### src/rtl/mem_access_ctrl_if.sv
// Data-bus request/response bundle between the memory-stage access sequencer and the bus.
// master = sequencer side (drives requests), slave = bus side (drives responses).
interface mem_access_ctrl_if;
    localparam int unsigned ADDR_W = 32;
    localparam int unsigned DATA_W = 32;
    localparam int unsigned STRB_W = DATA_W / 8;

    logic              dreq_valid;
    logic [ADDR_W-1:0] dreq_addr;
    logic [1:0]        dreq_size;
    logic [STRB_W-1:0] dreq_strobe;
    logic [DATA_W-1:0] dreq_data;
    logic              dresp_addr_ok;
    logic              dresp_data_ok;
    logic [DATA_W-1:0] dresp_data;

    modport master (
        output dreq_valid, dreq_addr, dreq_size, dreq_strobe, dreq_data,
        input  dresp_addr_ok, dresp_data_ok, dresp_data
    );

    modport slave (
        input  dreq_valid, dreq_addr, dreq_size, dreq_strobe, dreq_data,
        output dresp_addr_ok, dresp_data_ok, dresp_data
    );
endinterface

### src/rtl/mem_access_ctrl.sv
// Memory-stage load/store sequencer: one data-bus request per instruction, pipeline stall
// while the handshake is outstanding, lane-extracted and extended load data on completion.
module mem_access_ctrl (
    input  logic                clk,
    input  logic                resetn,
    input  logic                mem_valid,
    input  logic                mem_load,
    input  logic                mem_store,
    input  logic [1:0]          mem_size,
    input  logic                mem_unsigned,
    input  logic [31:0]         mem_addr,
    input  logic [31:0]         mem_wdata,
    output logic                stall,
    output logic                done,
    output logic [31:0]         rdata,
    output logic                misalign,
    mem_access_ctrl_if.master   bus
);
    localparam int unsigned DATA_W = 32;
    localparam int unsigned STRB_W = DATA_W / 8;

    typedef enum logic [1:0] {
        S_IDLE = 2'd0,
        S_REQ  = 2'd1,
        S_WAIT = 2'd2,
        S_DONE = 2'd3
    } state_t;

    state_t              state;
    logic                acc_load;
    logic                acc_unsigned;

    logic                access;
    logic                misaligned;
    logic                aligned_access;
    logic [STRB_W-1:0]   lane_strobe;
    logic [DATA_W-1:0]   lane_data;
    logic [DATA_W-1:0]   shifted;
    logic [DATA_W-1:0]   load_ext;

    // Sizes 2 and 3 are both word accesses, so size[1] alone marks a word.
    assign access         = mem_valid & (mem_load | mem_store);
    assign misaligned     = ((mem_size == 2'd1) & mem_addr[0]) |
                            (mem_size[1] & (mem_addr[1:0] != 2'b00));
    assign aligned_access = access & ~misaligned;

    assign stall = (state == S_REQ) | (state == S_WAIT) |
                   ((state == S_IDLE) & aligned_access);

    // Store lane placement: strobe selects lanes, data is replicated across all lanes.
    always_comb begin
        lane_strobe = 4'b1111;
        lane_data   = mem_wdata;
        case (mem_size)
            2'd0: begin
                lane_strobe = 4'b0001 << mem_addr[1:0];
                lane_data   = {4{mem_wdata[7:0]}};
            end
            2'd1: begin
                lane_strobe = mem_addr[1] ? 4'b1100 : 4'b0011;
                lane_data   = {2{mem_wdata[15:0]}};
            end
            default: ;
        endcase
        if (!mem_store) begin
            lane_strobe = '0;
        end
    end

    // Load extraction uses the latched request fields, not the live pipeline inputs.
    always_comb begin
        shifted  = bus.dresp_data >> {bus.dreq_addr[1:0], 3'b000};
        load_ext = shifted;
        case (bus.dreq_size)
            2'd0: load_ext = acc_unsigned ? {24'd0, shifted[7:0]}
                                          : {{24{shifted[7]}}, shifted[7:0]};
            2'd1: load_ext = acc_unsigned ? {16'd0, shifted[15:0]}
                                          : {{16{shifted[15]}}, shifted[15:0]};
            default: ;
        endcase
        if (!acc_load) begin
            load_ext = '0;
        end
    end

    always_ff @(posedge clk) begin
        if (!resetn) begin
            state           <= S_IDLE;
            acc_load        <= 1'b0;
            acc_unsigned    <= 1'b0;
            done            <= 1'b0;
            misalign        <= 1'b0;
            rdata           <= '0;
            bus.dreq_valid  <= 1'b0;
            bus.dreq_addr   <= '0;
            bus.dreq_size   <= '0;
            bus.dreq_strobe <= '0;
            bus.dreq_data   <= '0;
        end else begin
            done     <= 1'b0;
            misalign <= 1'b0;
            case (state)
                S_IDLE: begin
                    if (access && misaligned) begin
                        misalign <= 1'b1;
                    end else if (access) begin
                        acc_load        <= mem_load;
                        acc_unsigned    <= mem_unsigned;
                        bus.dreq_valid  <= 1'b1;
                        bus.dreq_addr   <= mem_addr;
                        bus.dreq_size   <= mem_size;
                        bus.dreq_strobe <= lane_strobe;
                        bus.dreq_data   <= lane_data;
                        state           <= S_REQ;
                    end
                end
                // data_ok before addr_ok belongs to no request of ours and is dropped.
                S_REQ: begin
                    if (bus.dresp_addr_ok) begin
                        bus.dreq_valid <= 1'b0;
                        if (bus.dresp_data_ok) begin
                            rdata <= load_ext;
                            done  <= 1'b1;
                            state <= S_DONE;
                        end else begin
                            state <= S_WAIT;
                        end
                    end
                end
                S_WAIT: begin
                    if (bus.dresp_data_ok) begin
                        rdata <= load_ext;
                        done  <= 1'b1;
                        state <= S_DONE;
                    end
                end
                S_DONE: begin
                    state <= S_IDLE;
                end
                default: begin
                    state <= S_IDLE;
                end
            endcase
        end
    end
endmodule
### src/flat_wrapper.sv
// flat-port wrapper written by rule: the top's interface ports become plain ports
module mem_access_ctrl_flat 
  (clk, resetn, mem_valid, mem_load, mem_store, mem_size, mem_unsigned, mem_addr, mem_wdata, stall, done, rdata, misalign, bus_dreq_valid, bus_dreq_addr, bus_dreq_size, bus_dreq_strobe, bus_dreq_data, bus_dresp_addr_ok, bus_dresp_data_ok, bus_dresp_data);
  mem_access_ctrl_if bus_i ();
  input  logic clk;
  input  logic resetn;
  input  logic mem_valid;
  input  logic mem_load;
  input  logic mem_store;
  input  logic [1:0] mem_size;
  input  logic mem_unsigned;
  input  logic [31:0] mem_addr;
  input  logic [31:0] mem_wdata;
  output logic stall;
  output logic done;
  output logic [31:0] rdata;
  output logic misalign;
  output wire logic [$bits(bus_i.dreq_valid)-1:0] bus_dreq_valid;
  output wire logic [$bits(bus_i.dreq_addr)-1:0] bus_dreq_addr;
  output wire logic [$bits(bus_i.dreq_size)-1:0] bus_dreq_size;
  output wire logic [$bits(bus_i.dreq_strobe)-1:0] bus_dreq_strobe;
  output wire logic [$bits(bus_i.dreq_data)-1:0] bus_dreq_data;
  input wire logic [$bits(bus_i.dresp_addr_ok)-1:0] bus_dresp_addr_ok;
  input wire logic [$bits(bus_i.dresp_data_ok)-1:0] bus_dresp_data_ok;
  input wire logic [$bits(bus_i.dresp_data)-1:0] bus_dresp_data;
  assign bus_dreq_valid = bus_i.dreq_valid;
  assign bus_dreq_addr = bus_i.dreq_addr;
  assign bus_dreq_size = bus_i.dreq_size;
  assign bus_dreq_strobe = bus_i.dreq_strobe;
  assign bus_dreq_data = bus_i.dreq_data;
  assign bus_i.dresp_addr_ok = bus_dresp_addr_ok;
  assign bus_i.dresp_data_ok = bus_dresp_data_ok;
  assign bus_i.dresp_data = bus_dresp_data;
  mem_access_ctrl u_core (.clk(clk), .resetn(resetn), .mem_valid(mem_valid), .mem_load(mem_load), .mem_store(mem_store), .mem_size(mem_size), .mem_unsigned(mem_unsigned), .mem_addr(mem_addr), .mem_wdata(mem_wdata), .stall(stall), .done(done), .rdata(rdata), .misalign(misalign), .bus(bus_i));
endmodule
### config.mk
export PLATFORM = sky130hd
export DESIGN_NAME = mem_access_ctrl_flat
export DESIGN_NICKNAME = d
export VERILOG_FILES = /design/src/rtl/mem_access_ctrl_if.sv /design/src/rtl/mem_access_ctrl.sv /design/src/flat_wrapper.sv
export SDC_FILE = /design/constraint.sdc
export NUM_CORES = 1
export LEC_CHECK = 0
export CAP_MARGIN = 20
export CORE_MARGIN = 3
export CORE_UTILIZATION = 46
export DETAILED_ROUTE_END_ITERATION = 7
export GPL_TIMING_DRIVEN = 0
export PLACE_DENSITY = 0.83
export SYNTH_ARGS = -nofsm -noshare
export SYNTH_HDL_FRONTEND = slang
export SYNTH_SLANG_ARGS = --single-unit
### constraint.sdc
create_clock -name clk -period 4.4 [get_ports clk]
set_clock_uncertainty 0.05 [all_clocks]
set_input_delay 0.88 -clock clk [delete_from_list [all_inputs] [get_ports clk]]
set_output_delay 0.88 -clock clk [all_outputs]
set_load 0.01 [all_outputs]
# Word-level counts from Yosys, hierarchy flattened
# Index checks and enable logic that the tools add are counted.
dict set report op_classes {
  n_eq_ne 9
  shifts 2
  n_mux 25
  bitwise_logic 11
  n_reduce_logical 12
}
# op count
set op_table {}
lappend op_table {{$pmux 32 s2} 3}
lappend op_table {{$mux 32} 5}
lappend op_table {{$shr 32x5->32} 1}
lappend op_table {{$mux 2} 4}
lappend op_table {{$mux 4} 2}
lappend op_table {{$pmux 2 s4} 1}
lappend op_table {{$pmux 4 s2} 1}
lappend op_table {{$reduce_and 4->1} 2}
lappend op_table {{$mux 1} 7}
lappend op_table {{$eq 2x1->1 const B} 3}
lappend op_table {{$logic_not 2->1} 3}
lappend op_table {{$ne 2x2->1 const B} 3}
lappend op_table {{$reduce_bool 2->1} 3}
lappend op_table {{$and 1x1->1} 5}
lappend op_table {{$eq 2x2->1 const B} 2}
lappend op_table {{$or 1x1->1} 4}
lappend op_table {{$pmux 1 s2} 2}
lappend op_table {{$reduce_and 2->1} 2}
lappend op_table {{$shl 1x2->4 const A} 1}
lappend op_table {{$reduce_and 3->1} 1}
lappend op_table {{$ne 2x1->1 const B} 1}
lappend op_table {{$not 1->1} 2}
lappend op_table {{$logic_and 1x1->1} 1}
dict set report totals {
  reg_bits 109
  inputBits 106
  out_inout_bits 106
  word_cells 70
}

# Depth between registers and ports, before layout
# Gate-level depths: netlist (run 1).
dict set report logic_depth {
  word_depth 7
  depth_mapped 9
  depth_no_buf 6
}

# Least setup slack after synthesis (run 1)
# OpenSTA, ideal clock, no wires.
dict set report synth_timing {
  kind {input port to output port}
  startpoint {input mem_addr[0]}
  endpoint {output stall}
  t_arrival_ns 1.512
  required_ns 3.470
  slack_ns 1.958
  path_stages 4
  cell_sequence {o21ai_1 nand3_1 buf_2 nand2b_1}
}
dict set report synth_between {
  elab_chain_cells 7
  word_cells_on_any_way 8
  classes_between {bitwise: 7; reduce/logical: 1}
}
# element line_no
set synth_lines {}
lappend synth_lines {{start: declaration} flat_wrapper.sv:12} ;# input logic [31:0] mem_addr;
lappend synth_lines {{$reduce_bool 2->1} mem_access_ctrl.sv:44} ;# (mem_size[1] & (mem_addr[1:0] != 2'b00));
lappend synth_lines {{$and 1x1->1} mem_access_ctrl.sv:44}
lappend synth_lines {{$or 1x1->1 (*)} mem_access_ctrl.sv:43} ;# assign misaligned = ((mem_size == 2'd1) & mem_addr[0]) |
lappend synth_lines {{$not 1->1 (*)} mem_access_ctrl.sv:45} ;# assign aligned_access = access & ~misaligned;
lappend synth_lines {{$and 1x1->1 (*)} mem_access_ctrl.sv:45}
lappend synth_lines {{$and 1x1->1 (*)} mem_access_ctrl.sv:48} ;# ((state == S_IDLE) & aligned_access);
lappend synth_lines {{$or 1x1->1 (*)} mem_access_ctrl.sv:47} ;# assign stall = (state == S_REQ) | (state == S_WAIT) |
lappend synth_lines {{end: declaration} flat_wrapper.sv:14} ;# output logic stall;
# Every way passes the cells marked *; elsewhere a longest branch is shown, timed or not.

# Final worst setup path (run 1)
dict set report layout_timing {
  startpoint {input mem_addr[1]}
  endpoint {output stall}
}
dict set report layout_between {
  elab_chain_cells 7
}
# element line_no
set layout_lines {}
lappend layout_lines {{$reduce_bool 2->1} mem_access_ctrl.sv:44}
lappend layout_lines {{$and 1x1->1} mem_access_ctrl.sv:44}
lappend layout_lines {{$or 1x1->1} mem_access_ctrl.sv:43}
lappend layout_lines {{$not 1->1} mem_access_ctrl.sv:45}
lappend layout_lines {{$and 1x1->1} mem_access_ctrl.sv:45}
lappend layout_lines {{$and 1x1->1} mem_access_ctrl.sv:48}
lappend layout_lines {{$or 1x1->1} mem_access_ctrl.sv:47}
# No other way between the ends.

==> results of run 1 <==
-- kinds of logic after synthesis --
family | Yosys count
simple gates | 183
compound gates | 150
flops | 109
buf+inv | 48
mux | 41
fa+ha+maj | 4
xor+xnor | 1
-- state kept, by name (all words and copies together) (netlist names) --
register and cells:
u_core.bus.dreq_strobe 4, u_core.bus.dreq_valid 1, u_core.rdata 32, u_core.bus.dreq_size 2
u_core.state 2, u_core.acc_load 1, u_core.done 1, u_core.acc_unsigned 1
u_core.bus.dreq_addr 32, u_core.bus.dreq_data 32, u_core.misalign 1
-- worst max-delay path, stage by stage --
cell,delay [ns]
sky130_fd_sc_hd__clkdlybuf4s50_1,0.54
sky130_fd_sc_hd__o21ai_1,0.30
sky130_fd_sc_hd__nand3_1,0.19
sky130_fd_sc_hd__buf_2,0.23
sky130_fd_sc_hd__nand2b_1,0.08
sky130_fd_sc_hd__clkdlybuf4s50_1,0.56
-- area by class of cell --
type / count / share of cell area, %
multi-input cells: 379 / 34.3
flip-flops and latches: 109 / 29.3
repair buffers: 211 / 28.4
plain buffers: 42 / 2.49
well taps: 136 / 2.29
clock buffers: 9 / 1.66
clock inverters: 7 / 1.24
inverters: 6 / 0.303
-- synthesized netlist by cell type, types with 9 or more instances --
cell type and n:
sky130_fd_sc_hd__a221o_1 16, sky130_fd_sc_hd__nand3_1 12, sky130_fd_sc_hd__nor2b_1 9, sky130_fd_sc_hd__buf_2 10, sky130_fd_sc_hd__a21boi_1 18, sky130_fd_sc_hd__nand2_1 140, sky130_fd_sc_hd__mux2i_1 16, sky130_fd_sc_hd__clkbuf_1 26
sky130_fd_sc_hd__o21ai_0 19, sky130_fd_sc_hd__mux2_2 16, sky130_fd_sc_hd__dfxtp_1 109, sky130_fd_sc_hd__a21boi_0 38, sky130_fd_sc_hd__o211a_1 17
-- cells in the final DEF (no fill, tap or decap), types with 2 or more instances in the layout --
cell type and n:
sky130_fd_sc_hd__a221o_1 16, sky130_fd_sc_hd__a21boi_1 18, sky130_fd_sc_hd__o211ai_1 2, sky130_fd_sc_hd__nor2_1 7, sky130_fd_sc_hd__clkdlybuf4s50_1 211, sky130_fd_sc_hd__inv_6 2, sky130_fd_sc_hd__ha_1 4, sky130_fd_sc_hd__mux2i_1 16
sky130_fd_sc_hd__nand2_1 140, sky130_fd_sc_hd__buf_6 2, sky130_fd_sc_hd__o2bb2ai_1 8, sky130_fd_sc_hd__nor3_1 2, sky130_fd_sc_hd__nor2b_1 9, sky130_fd_sc_hd__a221oi_1 7, sky130_fd_sc_hd__nand3_1 12, sky130_fd_sc_hd__clkbuf_8 9
sky130_fd_sc_hd__clkbuf_1 26, sky130_fd_sc_hd__o211a_1 17, sky130_fd_sc_hd__a22oi_1 8, sky130_fd_sc_hd__or3_1 2, sky130_fd_sc_hd__buf_1 4, sky130_fd_sc_hd__buf_2 10, sky130_fd_sc_hd__mux4_2 8, sky130_fd_sc_hd__nand2b_1 4
sky130_fd_sc_hd__clkinv_4 2, sky130_fd_sc_hd__a21oi_1 7, sky130_fd_sc_hd__o31ai_1 2, sky130_fd_sc_hd__o21ai_0 19, sky130_fd_sc_hd__a21boi_0 38, sky130_fd_sc_hd__dfxtp_1 109, sky130_fd_sc_hd__inv_1 5, sky130_fd_sc_hd__mux2_2 16
-- power by group through the flow --
stage	clock network, mW	registers [mW]	logic, mW
final	0.647	1.12	0.775
after detailed placement	0	1.14	0.765
after floorplan	0	1.17	0.343
after CTS	0.658	1.12	0.771
after global placement	0	1.14	0.744
after global routing	0.695	1.13	0.836
-- routing by layer --
metal | GRT usage (%) | vias to the layer above | routed length, um | share of wire (%)
met1 | 30.6 | 2394 | 6320 | 38
li1 | - | 2345 | - | -
met5 | 0 | - | 0 | 0
met2 | 48.5 | 220 | 8330 | 50
met3 | 9.10 | 39 | 1480 | 9.0
met4 | 8.19 | 0 | 431 | 2.6
-- worst paths after layout --
path	end	from	cells after the start	slack [ns]
setup reg to reg	u_core.rdata[30]	u_core.state[1]	8	1.94
hold / removal	u_core.bus.dreq_data[2]	u_core.bus.dreq_data[2]	2	0.41
setup / recovery	stall	mem_addr[1]	6	0.67
hold reg to reg	u_core.bus.dreq_data[2]	u_core.bus.dreq_data[2]	2	0.41
==> metrics.txt, run 1 <==
# TYPE chip_impl_metric gauge
chip_impl_info{name="outcome",value="finished clean"} 1
chip_impl_metric{name="synth.top_cell.area_share",unit="%"} 44.2
chip_impl_metric{name="route.detailed.wl_per_inst",unit="um"} 18.4
chip_impl_metric{name="vias_per_cell",unit=""} 5.56
chip_impl_metric{name="portBuffers",unit=""} 211
chip_impl_metric{name="drt.antenna.violating_nets",unit=""} 0
chip_impl_metric{name="synth_cells",unit=""} 536
chip_impl_metric{name="numPlacedInstances",unit=""} 883
chip_impl_metric{name="antenna_cells_inserted",unit=""} 0
chip_impl_metric{name="post_synth_mux_area_share",unit="%"} 10.8
chip_impl_metric{name="die_h",unit="um"} 110
chip_impl_metric{name="switchingPower",unit="mW"} 0.814
chip_impl_metric{name="grt_start_max_net_pins",unit=""} 21
chip_impl_metric{name="crit_required",unit="ns"} 3.47
chip_impl_metric{name="final_hold_viol_count",unit=""} 0
chip_impl_info{name="timing.critical_path.from_type",value="input port"} 1
chip_impl_metric{name="post_cts.resized_instances",unit=""} 0
chip_impl_info{name="hold_path.class",value="flop to flop"} 1
chip_impl_metric{name="start_util",unit="%"} 47.7
chip_impl_metric{name="design_area",unit="um^2"} 7440
chip_impl_metric{name="comb_power_share",unit="%"} 30.5
chip_impl_metric{name="layout.nets",unit=""} 868
chip_impl_metric{name="clock.fmax",unit="MHz"} 268
chip_impl_metric{name="gpl.final_weighted_congestion",unit=""} 0.932
chip_impl_metric{name="syn_nets",unit=""} 646
chip_impl_metric{name="clock_sink_count",unit=""} 109
chip_impl_metric{name="drt-initial-drc-count",unit=""} 340
chip_impl_metric{name="die_area",unit="um^2"} 12000
chip_impl_metric{name="h_tree_lvl_count",unit=""} 3
chip_impl_metric{name="row_count",unit=""} 37
chip_impl_metric{name="io-pin-count",unit=""} 212
chip_impl_metric{name="synth-xor-area-share",unit="%"} 0.177
chip_impl_metric{name="synth.ff_latch_count",unit=""} 109
chip_impl_metric{name="netlist-cell-type-count",unit=""} 46
chip_impl_metric{name="report.final.slew_viol_count",unit=""} 0
chip_impl_metric{name="power_density",unit="nW/um^2"} 342
chip_impl_metric{name="final-setup-viol-count",unit=""} 0
chip_impl_metric{name="switching_share_of_total_power",unit="%"} 32.0
chip_impl_metric{name="worst-path-max-fanout",unit=""} 10
chip_impl_metric{name="multi_input_gate_area",unit="um^2"} 2550
chip_impl_metric{name="worst_hold_slack",unit="ns"} 0.413
chip_impl_metric{name="cts_buffer_depth",unit=""} 2
chip_impl_metric{name="syn-mean-instance-area",unit="um^2"} 9.22
chip_impl_metric{name="intPower",unit="mW"} 1.73
chip_impl_metric{name="maxCapViolCount",unit=""} 0
chip_impl_metric{name="synth_compound_area_share",unit="%"} 23.9
chip_impl_metric{name="final_core_utilization",unit="%"} 71.8
chip_impl_metric{name="core_area",unit="um^2"} 10400
chip_impl_metric{name="synthAdderAreaFrac",unit="%"} 1.01
chip_impl_metric{name="cp_data_arrival_time",unit="ns"} 2.80
chip_impl_metric{name="seq_area",unit="um^2"} 2180
chip_impl_metric{name="yosysWarningCount",unit=""} 0
chip_impl_metric{name="sequential_share_of_the_synthesized_area",unit="%"} 44.2
chip_impl_metric{name="p_clk_share",unit="%"} 25.4
chip_impl_metric{name="post_layout_nonfiller_instances",unit=""} 899
chip_impl_metric{name="routed-via-count",unit=""} 4998
chip_impl_metric{name="place_worst_setup_slack",unit="ns"} 0.686
chip_impl_metric{name="detail_route.first_pass.iterations",unit=""} 5
chip_impl_info{name="endpoint_kind",value="output port"} 1
chip_impl_metric{name="worstSkewPairLatency",unit="ns"} 0.38
chip_impl_metric{name="antenna_found_initial",unit=""} 0
chip_impl_metric{name="cts_hold_buffers",unit=""} 0
chip_impl_metric{name="async_flop_share",unit="%"} 0
chip_impl_metric{name="finalWorstSetupSlack",unit="ns"} 0.671
chip_impl_info{name="timing_worst_setup_path_type",value="input port to output port"} 1
chip_impl_metric{name="vdd.ir_drop.worst",unit="uV"} 261
chip_impl_info{name="ctsRootBufferMaster",value="sky130_fd_sc_hd__clkbuf_8"} 1
chip_impl_metric{name="setup_tns",unit="ns"} 0
chip_impl_metric{name="flow.area_growth_from_synthesis",unit="%"} 50.6
chip_impl_metric{name="synth_enable_flop_cells",unit=""} 0
chip_impl_metric{name="cts_setup_buffers",unit=""} 0
chip_impl_metric{name="synth_simple_gate_area_share",unit="%"} 15.7
chip_impl_metric{name="slew_headroom",unit="%"} 35.3
chip_impl_info{name="rsz0062_at_grt",value="no"} 1
chip_impl_metric{name="place_area",unit="um^2"} 7220
chip_impl_metric{name="first_pass_grt_wire_length",unit="mm"} 25.3
chip_impl_metric{name="report.power.total",unit="mW"} 2.54
chip_impl_metric{name="power_frac_seq",unit="%"} 44.1
chip_impl_metric{name="total_leakage_power",unit="nW"} 2.80
chip_impl_metric{name="dp_hpwl",unit="mm"} 13.0
chip_impl_metric{name="netlist_area",unit="um^2"} 4940
chip_impl_metric{name="grt.total_usage",unit="%"} 27.2
chip_impl_info{name="synth_top_family_by_area",value="compound AO/OA/AOI/OAI gates"} 1
chip_impl_metric{name="layout.filler_cells",unit=""} 840
chip_impl_metric{name="post_route_cells_drive_above_1_share",unit="%"} 7.47
chip_impl_metric{name="timing_worst_slew_pin_value",unit="ns"} 0.963
chip_impl_metric{name="clkSlewWorstSetupHoldPaths",unit="ns"} 0.11
chip_impl_metric{name="grt_pass1_vias",unit=""} 5045
chip_impl_metric{name="chip_width",unit="um"} 110
chip_impl_metric{name="global_route.overflow_total",unit=""} 0
chip_impl_info{name="yosys.area.top_type",value="sky130_fd_sc_hd__dfxtp_1"} 1
chip_impl_metric{name="final_min_period_over_clock_period",unit="%"} 84.8
chip_impl_info{name="cells_taking_the_most_area_after_synthesis",value="sky130_fd_sc_hd__dfxtp_1, sky130_fd_sc_hd__nand2_1, sky130_fd_sc_hd__a21boi_0, sky130_fd_sc_hd__mux2_2, sky130_fd_sc_hd__mux4_2"} 1
chip_impl_metric{name="min_period",unit="ns"} 3.73
chip_impl_metric{name="drc",unit=""} 0
chip_impl_metric{name="cts-buffers-inserted",unit=""} 9
chip_impl_info{name="postSynth.topFlopCell",value="sky130_fd_sc_hd__dfxtp_1"} 1
chip_impl_info{name="cts_tree",value="built"} 1
chip_impl_metric{name="wirelength",unit="mm"} 16.6
Power figures use the tool's default switching activity.
==> run 2: changes to the inputs <==
Settings changed: CORE_UTILIZATION 46 to 43, PLACE_DENSITY 0.83 to 0.78.
Clock period 4.4 ns to 3.8 ns, I/O delays scaled along.
==> run 2 against run 1 <==
  * Via count is 2.1% lower
  * Combinational power is 15% higher
  * Critical endpoint unchanged
  * Largest cell class unchanged
  * Sequential power is 16% higher
  * Highest routed layer unchanged
  * Total power is 24% higher
==> metrics.txt, run 2 (synthesis gave the netlist of run 1 again) <==
# TYPE chip_impl_metric gauge
chip_impl_metric{name="worstSkewPairLatency",unit="ns"} 0.35
chip_impl_metric{name="grt_start_max_net_pins",unit=""} 18
chip_impl_metric{name="drt-initial-drc-count",unit=""} 371
chip_impl_metric{name="cp_data_arrival_time",unit="ns"} 2.70
chip_impl_metric{name="portBuffers",unit=""} 211
chip_impl_info{name="hold_start",value="u_core.bus.dreq_addr[28]"} 1
chip_impl_info{name="crit_top_cell",value="sky130_fd_sc_hd__clkdlybuf4s50_1"} 1
chip_impl_metric{name="first_pass_grt_wire_length",unit="mm"} 25.9
chip_impl_info{name="hold_path.class",value="flop to flop"} 1
chip_impl_info{name="rsz0062_at_grt",value="no"} 1
chip_impl_metric{name="slew_headroom",unit="%"} 31.5
chip_impl_metric{name="switching_share_of_total_power",unit="%"} 29.9
chip_impl_metric{name="dp_hpwl",unit="mm"} 13.1
chip_impl_metric{name="die_area",unit="um^2"} 12800
chip_impl_metric{name="detail_route.first_pass.iterations",unit=""} 5
chip_impl_metric{name="routed-via-count",unit=""} 4893
chip_impl_metric{name="setup_tns",unit="ns"} 0
chip_impl_metric{name="grt.total_usage",unit="%"} 25.5
chip_impl_info{name="min_to",value="u_core.bus.dreq_addr[28]"} 1
chip_impl_metric{name="comb_power_share",unit="%"} 28.3
chip_impl_info{name="cts_tree",value="built"} 1
chip_impl_info{name="timing.critical_path.from_type",value="input port"} 1
chip_impl_metric{name="grt_util_met2",unit="%"} 43.2
chip_impl_metric{name="global_route.overflow_total",unit=""} 0
chip_impl_metric{name="h_tree_lvl_count",unit=""} 3
chip_impl_metric{name="grt_pass1_vias",unit=""} 4917
chip_impl_metric{name="clock.fmax",unit="MHz"} 285
chip_impl_info{name="source_of_the_worst_register_to_register_timing_path",value="u_core.state[1]"} 1
chip_impl_metric{name="antenna_cells_inserted",unit=""} 0
chip_impl_metric{name="report.final.slew_viol_count",unit=""} 0
chip_impl_metric{name="cts_setup_buffers",unit=""} 0
chip_impl_metric{name="antenna_found_initial",unit=""} 0
chip_impl_metric{name="global_route.usage.met3",unit="%"} 8.40
chip_impl_metric{name="start_util",unit="%"} 44.8
chip_impl_metric{name="final_hold_viol_count",unit=""} 0
chip_impl_metric{name="met1_global_route_usage",unit="%"} 30.7
chip_impl_metric{name="crit_required",unit="ns"} 2.99
chip_impl_metric{name="regToRegSetupSlack",unit="ns"} 1.35
chip_impl_metric{name="p_clk_share",unit="%"} 30.6
chip_impl_metric{name="min_period",unit="ns"} 3.51
chip_impl_info{name="category_of_cells_accounting_for_the_largest_share_of_critical_path_delay",value="buffers and inverters"} 1
chip_impl_metric{name="maxCapViolCount",unit=""} 0
chip_impl_metric{name="cts_hold_buffers",unit=""} 0
chip_impl_metric{name="worst_hold_slack",unit="ns"} 0.406
chip_impl_metric{name="clock_sink_count",unit=""} 109
chip_impl_metric{name="clkSlewWorstSetupHoldPaths",unit="ns"} 0.07
chip_impl_metric{name="drc",unit=""} 0
chip_impl_metric{name="core_area",unit="um^2"} 11000
chip_impl_metric{name="power_density",unit="nW/um^2"} 419
chip_impl_metric{name="final-setup-viol-count",unit=""} 0
chip_impl_metric{name="hold-path-cell-count",unit=""} 2
chip_impl_metric{name="report.power.total",unit="mW"} 3.16
chip_impl_metric{name="power_frac_seq",unit="%"} 41.1
chip_impl_metric{name="final_min_period_over_clock_period",unit="%"} 92.4
chip_impl_info{name="layout.cells.most_common",value="sky130_fd_sc_hd__clkdlybuf4s50_1"} 1
chip_impl_metric{name="post_cts.resized_instances",unit=""} 0
chip_impl_metric{name="layout.nets",unit=""} 868
chip_impl_metric{name="post_route_cells_drive_above_1_share",unit="%"} 7.34
chip_impl_metric{name="place_worst_setup_slack",unit="ns"} 0.305
chip_impl_info{name="crit_slowest_cell",value="sky130_fd_sc_hd__clkdlybuf4s50_1"} 1
chip_impl_info{name="highest_count_cells_in_the_layout_ignoring_fill_and_taps",value="sky130_fd_sc_hd__clkdlybuf4s50_1, sky130_fd_sc_hd__nand2_1, sky130_fd_sc_hd__dfxtp_1, sky130_fd_sc_hd__a21boi_0, sky130_fd_sc_hd__clkbuf_1"} 1
chip_impl_metric{name="intPower",unit="mW"} 2.21
chip_impl_metric{name="row_count",unit=""} 38
chip_impl_metric{name="wirelength",unit="mm"} 16.6
chip_impl_info{name="outcome",value="finished clean"} 1
chip_impl_metric{name="io-pin-count",unit=""} 212
chip_impl_metric{name="critical_path.max_stage_delay",unit="ns"} 0.56
chip_impl_info{name="top_usage_layer",value="met2"} 1
chip_impl_metric{name="gpl.final_weighted_congestion",unit=""} 0.950
chip_impl_metric{name="vdd.ir_drop.worst",unit="uV"} 363
chip_impl_metric{name="final_core_utilization",unit="%"} 68.3
chip_impl_info{name="layout_top_registers",value="u_core.bus.dreq_addr: 32 flops, u_core.bus.dreq_data: 32 flops, u_core.rdata: 32 flops"} 1
chip_impl_metric{name="worst-r2r-cell-count",unit=""} 8
chip_impl_metric{name="critPathBufInv",unit=""} 3
chip_impl_info{name="ctsRootBufferMaster",value="sky130_fd_sc_hd__clkbuf_16"} 1
chip_impl_metric{name="timing_worst_slew_pin_value",unit="ns"} 1.02
chip_impl_metric{name="finalWorstSetupSlack",unit="ns"} 0.290
chip_impl_metric{name="flow.area_growth_from_synthesis",unit="%"} 52.4
chip_impl_metric{name="cts-buffers-inserted",unit=""} 9
chip_impl_metric{name="route.detailed.wl_per_inst",unit="um"} 18.4
chip_impl_info{name="worst_r2r_endpoint",value="u_core.rdata[30]"} 1
chip_impl_metric{name="chip_width",unit="um"} 113
chip_impl_metric{name="total_leakage_power",unit="nW"} 2.84
chip_impl_metric{name="drt.antenna.violating_nets",unit=""} 0
chip_impl_metric{name="cts_buffer_depth",unit=""} 2
chip_impl_metric{name="switchingPower",unit="mW"} 0.944
chip_impl_info{name="endpoint_kind",value="output port"} 1
chip_impl_metric{name="die_h",unit="um"} 113
chip_impl_info{name="timing_worst_setup_path_type",value="input port to output port"} 1
chip_impl_info{name="crit_chain",value="clkdlybuf4s50_1 -> o21ai_1 -> nand3_1 -> buf_2 -> nand2b_1 -> clkdlybuf4s50_1"} 1
chip_impl_metric{name="vias_per_cell",unit=""} 5.42
chip_impl_metric{name="worst-path-max-fanout",unit=""} 10
[run 2: cell types whose count changed in the layout (fill, tap and decap cells not counted)]
cell                        change
sky130_fd_sc_hd__clkinv_8       -1
sky130_fd_sc_hd__clkinv_2       +2
sky130_fd_sc_hd__clkbuf_1       +1
sky130_fd_sc_hd__inv_8          -1
sky130_fd_sc_hd__clkinv_4       -2
sky130_fd_sc_hd__clkbuf_8       -8
sky130_fd_sc_hd__clkbuf_16      +9
[run 2: routing by layer]
| layer | up-vias | share of wire [%] |
|---|---|---|
| li1 | 2349 | - |
| met1 | 2314 | 41 |
| met2 | 205 | 49 |
| met3 | 25 | 7.9 |
| met4 | 0 | 1.9 |
| met5 | - | 0 |
[run 2: how the worst max path moves through the flow]
stage | to | slack [ns] | start | cells after the start
2_1_floorplan | stall | 1.60 | mem_addr[0] | 4
3_3_place_gp | stall | 0.35 | mem_addr[0] | 6
3_5_place_dp | stall | 0.31 | mem_addr[0] | 6
4_1_cts | stall | 0.31 | mem_addr[0] | 6
5_1_grt | stall | 0.20 | mem_addr[0] | 6
6_report | stall | 0.29 | mem_addr[0] | 6
[run 2: tightest hold or removal path: cells and delay by family (launching register included)]
family	cells	cell delay, ns
simple gates	1	0.05
flops	1	0.31
compound gates	1	0.05
[run 2: through the flow]
| stage | cell area [um^2] | cells |
|---|---|---|
| after floorplan | 4940 | 536 |
| after global placement | 7230 | 887 |
| after detailed placement | 7230 | 887 |
| after CTS | 7530 | 903 |
| after global routing | 7530 | 903 |
| final | 7530 | 903 |
[run 2: layout make-up]
cell class              count  area [um^2]
fillers                   915         3500
multi-input cells         379         2550
flip-flops and latches    109         2180
repair buffers            211         2110
clock buffers              11          243
plain buffers              42          185
well taps                 140          175
clock inverters             5         57.6
inverters                   6         22.5
[run 2: power by group through the flow]
stage	Combinational, mW	Clock [mW]	Sequential (mW)
final	0.893	0.966	1.30
after global routing	0.964	1.03	1.31
after CTS	0.891	0.979	1.30
after detailed placement	0.886	0	1.32
after global placement	0.865	0	1.32
after floorplan	0.398	0	1.35
==> RTL change 1, RTL diff (settings of run 2) <==
Reset style: asynchronous (`resetn`), changed in one clocked block.
--- a/src/rtl/mem_access_ctrl.sv
+++ b/src/rtl/mem_access_ctrl.sv
@@ -83,7 +83,7 @@
         end
     end
 
-    always_ff @(posedge clk) begin
+    always_ff @(posedge clk or negedge resetn) begin
         if (!resetn) begin
             state           <= S_IDLE;
             acc_load        <= 1'b0;
Function: differs if resetn is asserted again (counterexample within 4 cycles, from zero or initial values and one cycle with resetn low); with resetn held inactive, the same outputs for 4 cycles.
==> RTL change 1 against run 2 <==
- design area increased by 2.2%
- sequential cell count did not move
- non-clock buffer count fell by 7
- via count decreased by 3.1%
- count of clock-buffer cells in the layout fell by 2
- routed wire length fell by 1.4%
- synthesized area rose by 2.4%
- hold slack got worse by 0.027 ns
- setup slack worse by 0.15 ns
- critical path type unchanged
Power is not compared: it rests on default switching activity, and its combinational part moved more than twofold at a synthesized area within 25%.
==> RTL change 1: results (changes against run 2) <==
| Metric | Value |
|---|---|
| Outcome | `completed (unchanged)` |
| Diodes inserted | `0 (unchanged)` |
| Total global-route track usage | `25.0% (was 25.5%)` |
| Synth cell types | `39 (was 46)` |
| Detailed placement HPWL | `12500 um (was 13100 um)` |
| Fraction of final layout cells with drive strength greater than 1 | `6.86% (was 7.34%)` |
| Number of antenna violations at the first check in global routing | `0 (unchanged)` |
| Routed vias | `4739 (was 4893)` |
| Maximum number of pins on one net before global-route repair | `64 (was 18)` |
| Post-synth ARST share | `100% (was 0%)` |
| Ranking of synthesized cells by area | `sky130_fd_sc_hd__dfrtp_1 (54%), sky130_fd_sc_hd__nand2_1 (13%), sky130_fd_sc_hd__mux2i_1 (7.7%), sky130_fd_sc_hd__o21ai_0 (5.5%), sky130_fd_sc_hd__a21oi_1 (2.7%) (was sky130_fd_sc_hd__dfxtp_1 (44%), sky130_fd_sc_hd__nand2_1 (11%), sky130_fd_sc_hd__a21boi_0 (5.8%), sky130_fd_sc_hd__mux2_2 (3.6%), sky130_fd_sc_hd__mux4_2 (3.6%))` |
| Worst reg2reg startpoint | `u_core.state[1] (unchanged)` |
| Final Net Count | `863 (was 868)` |
| Cell types with the highest counts after synthesis | `sky130_fd_sc_hd__nand2_1 (169), sky130_fd_sc_hd__dfrtp_1 (109), sky130_fd_sc_hd__o21ai_0 (56) (was sky130_fd_sc_hd__nand2_1 (140), sky130_fd_sc_hd__dfxtp_1 (109), sky130_fd_sc_hd__a21boi_0 (38))` |
| Hold slack final | `0.379 ns (was 0.406 ns)` |
| RR Endpoint | `u_core.rdata[27] (was u_core.rdata[30])` |
| Met3 usage | `9.20% (was 8.40%)` |
| Instance area at placement | `7370 um2 (was 7230 um2)` |
| Min-delay worst type | `input pin to asynchronous set/reset pin (was flip-flop to flip-flop)` |
| Wire length of the first global-routing pass | `25900 um (about the same)` |
| Number of global-route vias before repair | `4954 (was 4917)` |
| Nets in the synthesized netlist | `640 (was 646)` |
| Fraction of the yosys area taken by sequential cells | `53.9% (was 44.2%)` |
| Starting DRT DRC Count | `321 (was 371)` |
| Worst rel slew slack | `38.0% (was 31.5%)` |
| Reg2Reg Setup Slack | `1.40 ns (was 1.35 ns)` |
## RTL change 1: how the worst max path moves through the flow
| stage | from | endpoint | slack (ns) | cells after the start |
|---|---|---|---|---|
| 2_1_floorplan | mem_addr[1] | stall | 1.34 | 4 |
| 3_3_place_gp | resetn | u_core.bus.dreq_data[19] | -2.15 | 1 |
| 3_5_place_dp | mem_addr[1] | stall | 0.12 | 6 |
| 4_1_cts | mem_addr[1] | stall | 0.12 | 6 |
| 5_1_grt | mem_addr[0] | stall | 0.05 | 6 |
| 6_report | mem_addr[1] | stall | 0.14 | 6 |
## RTL change 1: cells by family (layout without fill, tap and decap cells)
kind of cell	Yosys count	after routing	share of synthesized area, %
and+or+nand+nor	216	216	17.5
DFF	109	109	53.9
buffers and inverters	40	268	3.41
muxes	48	48	9.94
AOI/OAI and AO/OA	113	113	14.2
adders and majority gates	4	4	0.989
## RTL change 1: layer usage
metal / wire [um] / vias to the layer above
li1: - / 2242
met1: 6440 / 2262
met2: 7960 / 215
met3: 1660 / 20
met4: 264 / 0
met5: 0 / -
## RTL change 1: stage by stage
stage | instances | setup slack, ns
after global routing | 898 | 0.0504
after CTS | 898 | 0.115
after floorplan | 530 | 1.34
final | 898 | 0.137
after detailed placement | 882 | 0.121
after global placement | 881 | -2.15
## RTL change 1: power by group
group          switching, mW  internal (mW)
Sequential             0.289           1.65
Combinational           1.33           1.42
Clock                  0.447          0.582
Total                   2.07           3.65
## RTL change 1: cell type report
type | count | area [um2]
Timing Repair Buffer | 212 | 2140
Clock inverter | 7 | 98.8
Multi-Input combinational cell | 381 | 2160
Clock buffer | 9 | 225
Fill cell | 865 | 3480
Buffer | 34 | 150
Inverter | 6 | 22.5
Tap cell | 140 | 175
Sequential cell | 109 | 2730
==> RTL change 2, RTL diff (config.mk and constraints of run 2) <==
Without the edit above. The 4 states of `state_t` get a Gray code encoding in 2 bits.
--- a/src/rtl/mem_access_ctrl.sv
+++ b/src/rtl/mem_access_ctrl.sv
@@ -20,10 +20,10 @@
     localparam int unsigned STRB_W = DATA_W / 8;
 
     typedef enum logic [1:0] {
-        S_IDLE = 2'd0,
-        S_REQ  = 2'd1,
-        S_WAIT = 2'd2,
-        S_DONE = 2'd3
+        S_IDLE = 2'b00,
+        S_REQ  = 2'b01,
+        S_WAIT = 2'b11,
+        S_DONE = 2'b10
     } state_t;
 
     state_t              state;
Check against the original RTL: same outputs for any inputs over 4 cycles, from zero or initial values and one cycle with resetn low; so few cycles prove little.
==> RTL change 2 against run 2 <==
- sequential share of layout area up 0.40 points
- routed wire length down 4.6%
- final cell count down 1.3%
- design area down 1.4%
- sequential cell count unchanged
- critical path type unchanged
- power down 18%
- setup slack worse by 0.026 ns
- synthesized area down 1.6%
- sequential power down 6%
- combinational power down 45%
- clock power down 8.5%
- first-iteration DRC count down 29%
- maximum frequency down 0.72%
- via count down 2.9%
- highest routed layer unchanged
==> RTL change 2: results (changes against run 2) <==
| Metric | Value |
|---|---|
| Routed WL per cell | `17.8 um (was 18.4 um)` |
| Highest fanout seen on the critical path | `10 (unchanged)` |
| Fraction of the yosys area taken by sequential cells | `44.9% (was 44.2%)` |
| Starting DRT DRC Count | `264 (was 371)` |
| Count of fill cells added during filler insertion | `882 (was 915)` |
| Share of cell area taken by multi-input logic gates | `33.4% (was 33.9%)` |
| Top cell type's share of synthesized area | `44.9% (was 44.2%)` |
| Ranking of synthesized cells by area | `sky130_fd_sc_hd__dfxtp_1 (45%), sky130_fd_sc_hd__nand2_1 (11%), sky130_fd_sc_hd__a21boi_0 (8.6%), sky130_fd_sc_hd__mux2_2 (3.7%), sky130_fd_sc_hd__o211a_1 (3.5%) (was sky130_fd_sc_hd__dfxtp_1 (44%), sky130_fd_sc_hd__nand2_1 (11%), sky130_fd_sc_hd__a21boi_0 (5.8%), sky130_fd_sc_hd__mux2_2 (3.6%), sky130_fd_sc_hd__mux4_2 (3.6%))` |
| Final clock-cell share | `3.76% (was 3.99%)` |
| Post-synthesis xor/xnor area fraction | `0.180% (was 0.177%)` |
| Nets in the synthesized netlist | `630 (was 646)` |
| Total global-route track usage | `25.2% (was 25.5%)` |
| Cell types with the highest counts after synthesis | `sky130_fd_sc_hd__nand2_1 (143), sky130_fd_sc_hd__dfxtp_1 (109), sky130_fd_sc_hd__a21boi_0 (56) (was sky130_fd_sc_hd__nand2_1 (140), sky130_fd_sc_hd__dfxtp_1 (109), sky130_fd_sc_hd__a21boi_0 (38))` |
| Fraction of final layout cells with drive strength greater than 1 | `9.45% (was 7.34%)` |
| Number of multi-input combinational cells | `371 (was 379)` |
| Non-clock buffer total of the final layout | `254 (was 253)` |
| Synth cell types | `44 (was 46)` |
| Crit-path max cell delay | `0.60 ns (was 0.56 ns)` |
| Post-synthesis mux area share | `11.1% (was 10.8%)` |
| Switching share of power | `25.8% (was 29.9%)` |
| Number of global-route vias before repair | `4957 (was 4917)` |
| Clock power frac | `34.1% (was 30.6%)` |
| Final Net Count | `852 (was 868)` |
| Weighted congestion at the end of routability-driven global placement | `0.846 (was 0.950)` |
| Wire length of the first global-routing pass | `25600 um (was 25900 um)` |
| Detailed placement HPWL | `12400 um (was 13100 um)` |
| Outcome | `completed (unchanged)` |
| Non-clock buffer area fraction after layout | `31.1% (was 30.5%)` |
| Data arrival time of the worst path | `2.73 ns (was 2.70 ns)` |
| Fraction of the mapped netlist area in adder cells | `0% (was 1.01%)` |
| Logic inverters | `1 (was 6)` |
| First-pass iteration count of the detailed router | `6 (was 5)` |
==> RTL change 2: worst paths after layout <==
path	startpoint	endpoint	slack (ns)	cells past startpoint
setup / recovery	mem_addr[0]	stall	0.26	6
hold / removal	u_core.rdata[8]	u_core.rdata[8]	0.41	2
setup reg to reg	u_core.bus.dreq_addr[0]	u_core.rdata[21]	1.68	5
hold reg to reg	u_core.rdata[8]	u_core.rdata[8]	0.41	2
==> RTL change 2: through the flow <==
step                      hold slack (ns)  cells  setup WS, ns  total power, mW  area, um2
after floorplan                     0.407    524          1.46             1.45       4860
after detailed placement            0.393    875         0.239             1.73       7150
after CTS                           0.409    891         0.235             2.60       7430
after global routing                0.436    891         0.123             2.70       7430
final                               0.406    891         0.264             2.59       7430
after global placement              0.398    875         0.257             1.72       7150
==> RTL change 2: metal layers <==
layer  vias up  part of all wire, %  global-route usage, %
met3        21                  9.3                   9.00
met2       200                   48                   43.1
li1       2296                    -                      -
met1      2232                   41                   29.8
met5         -                    0                      0
met4         0                  1.6                   7.21
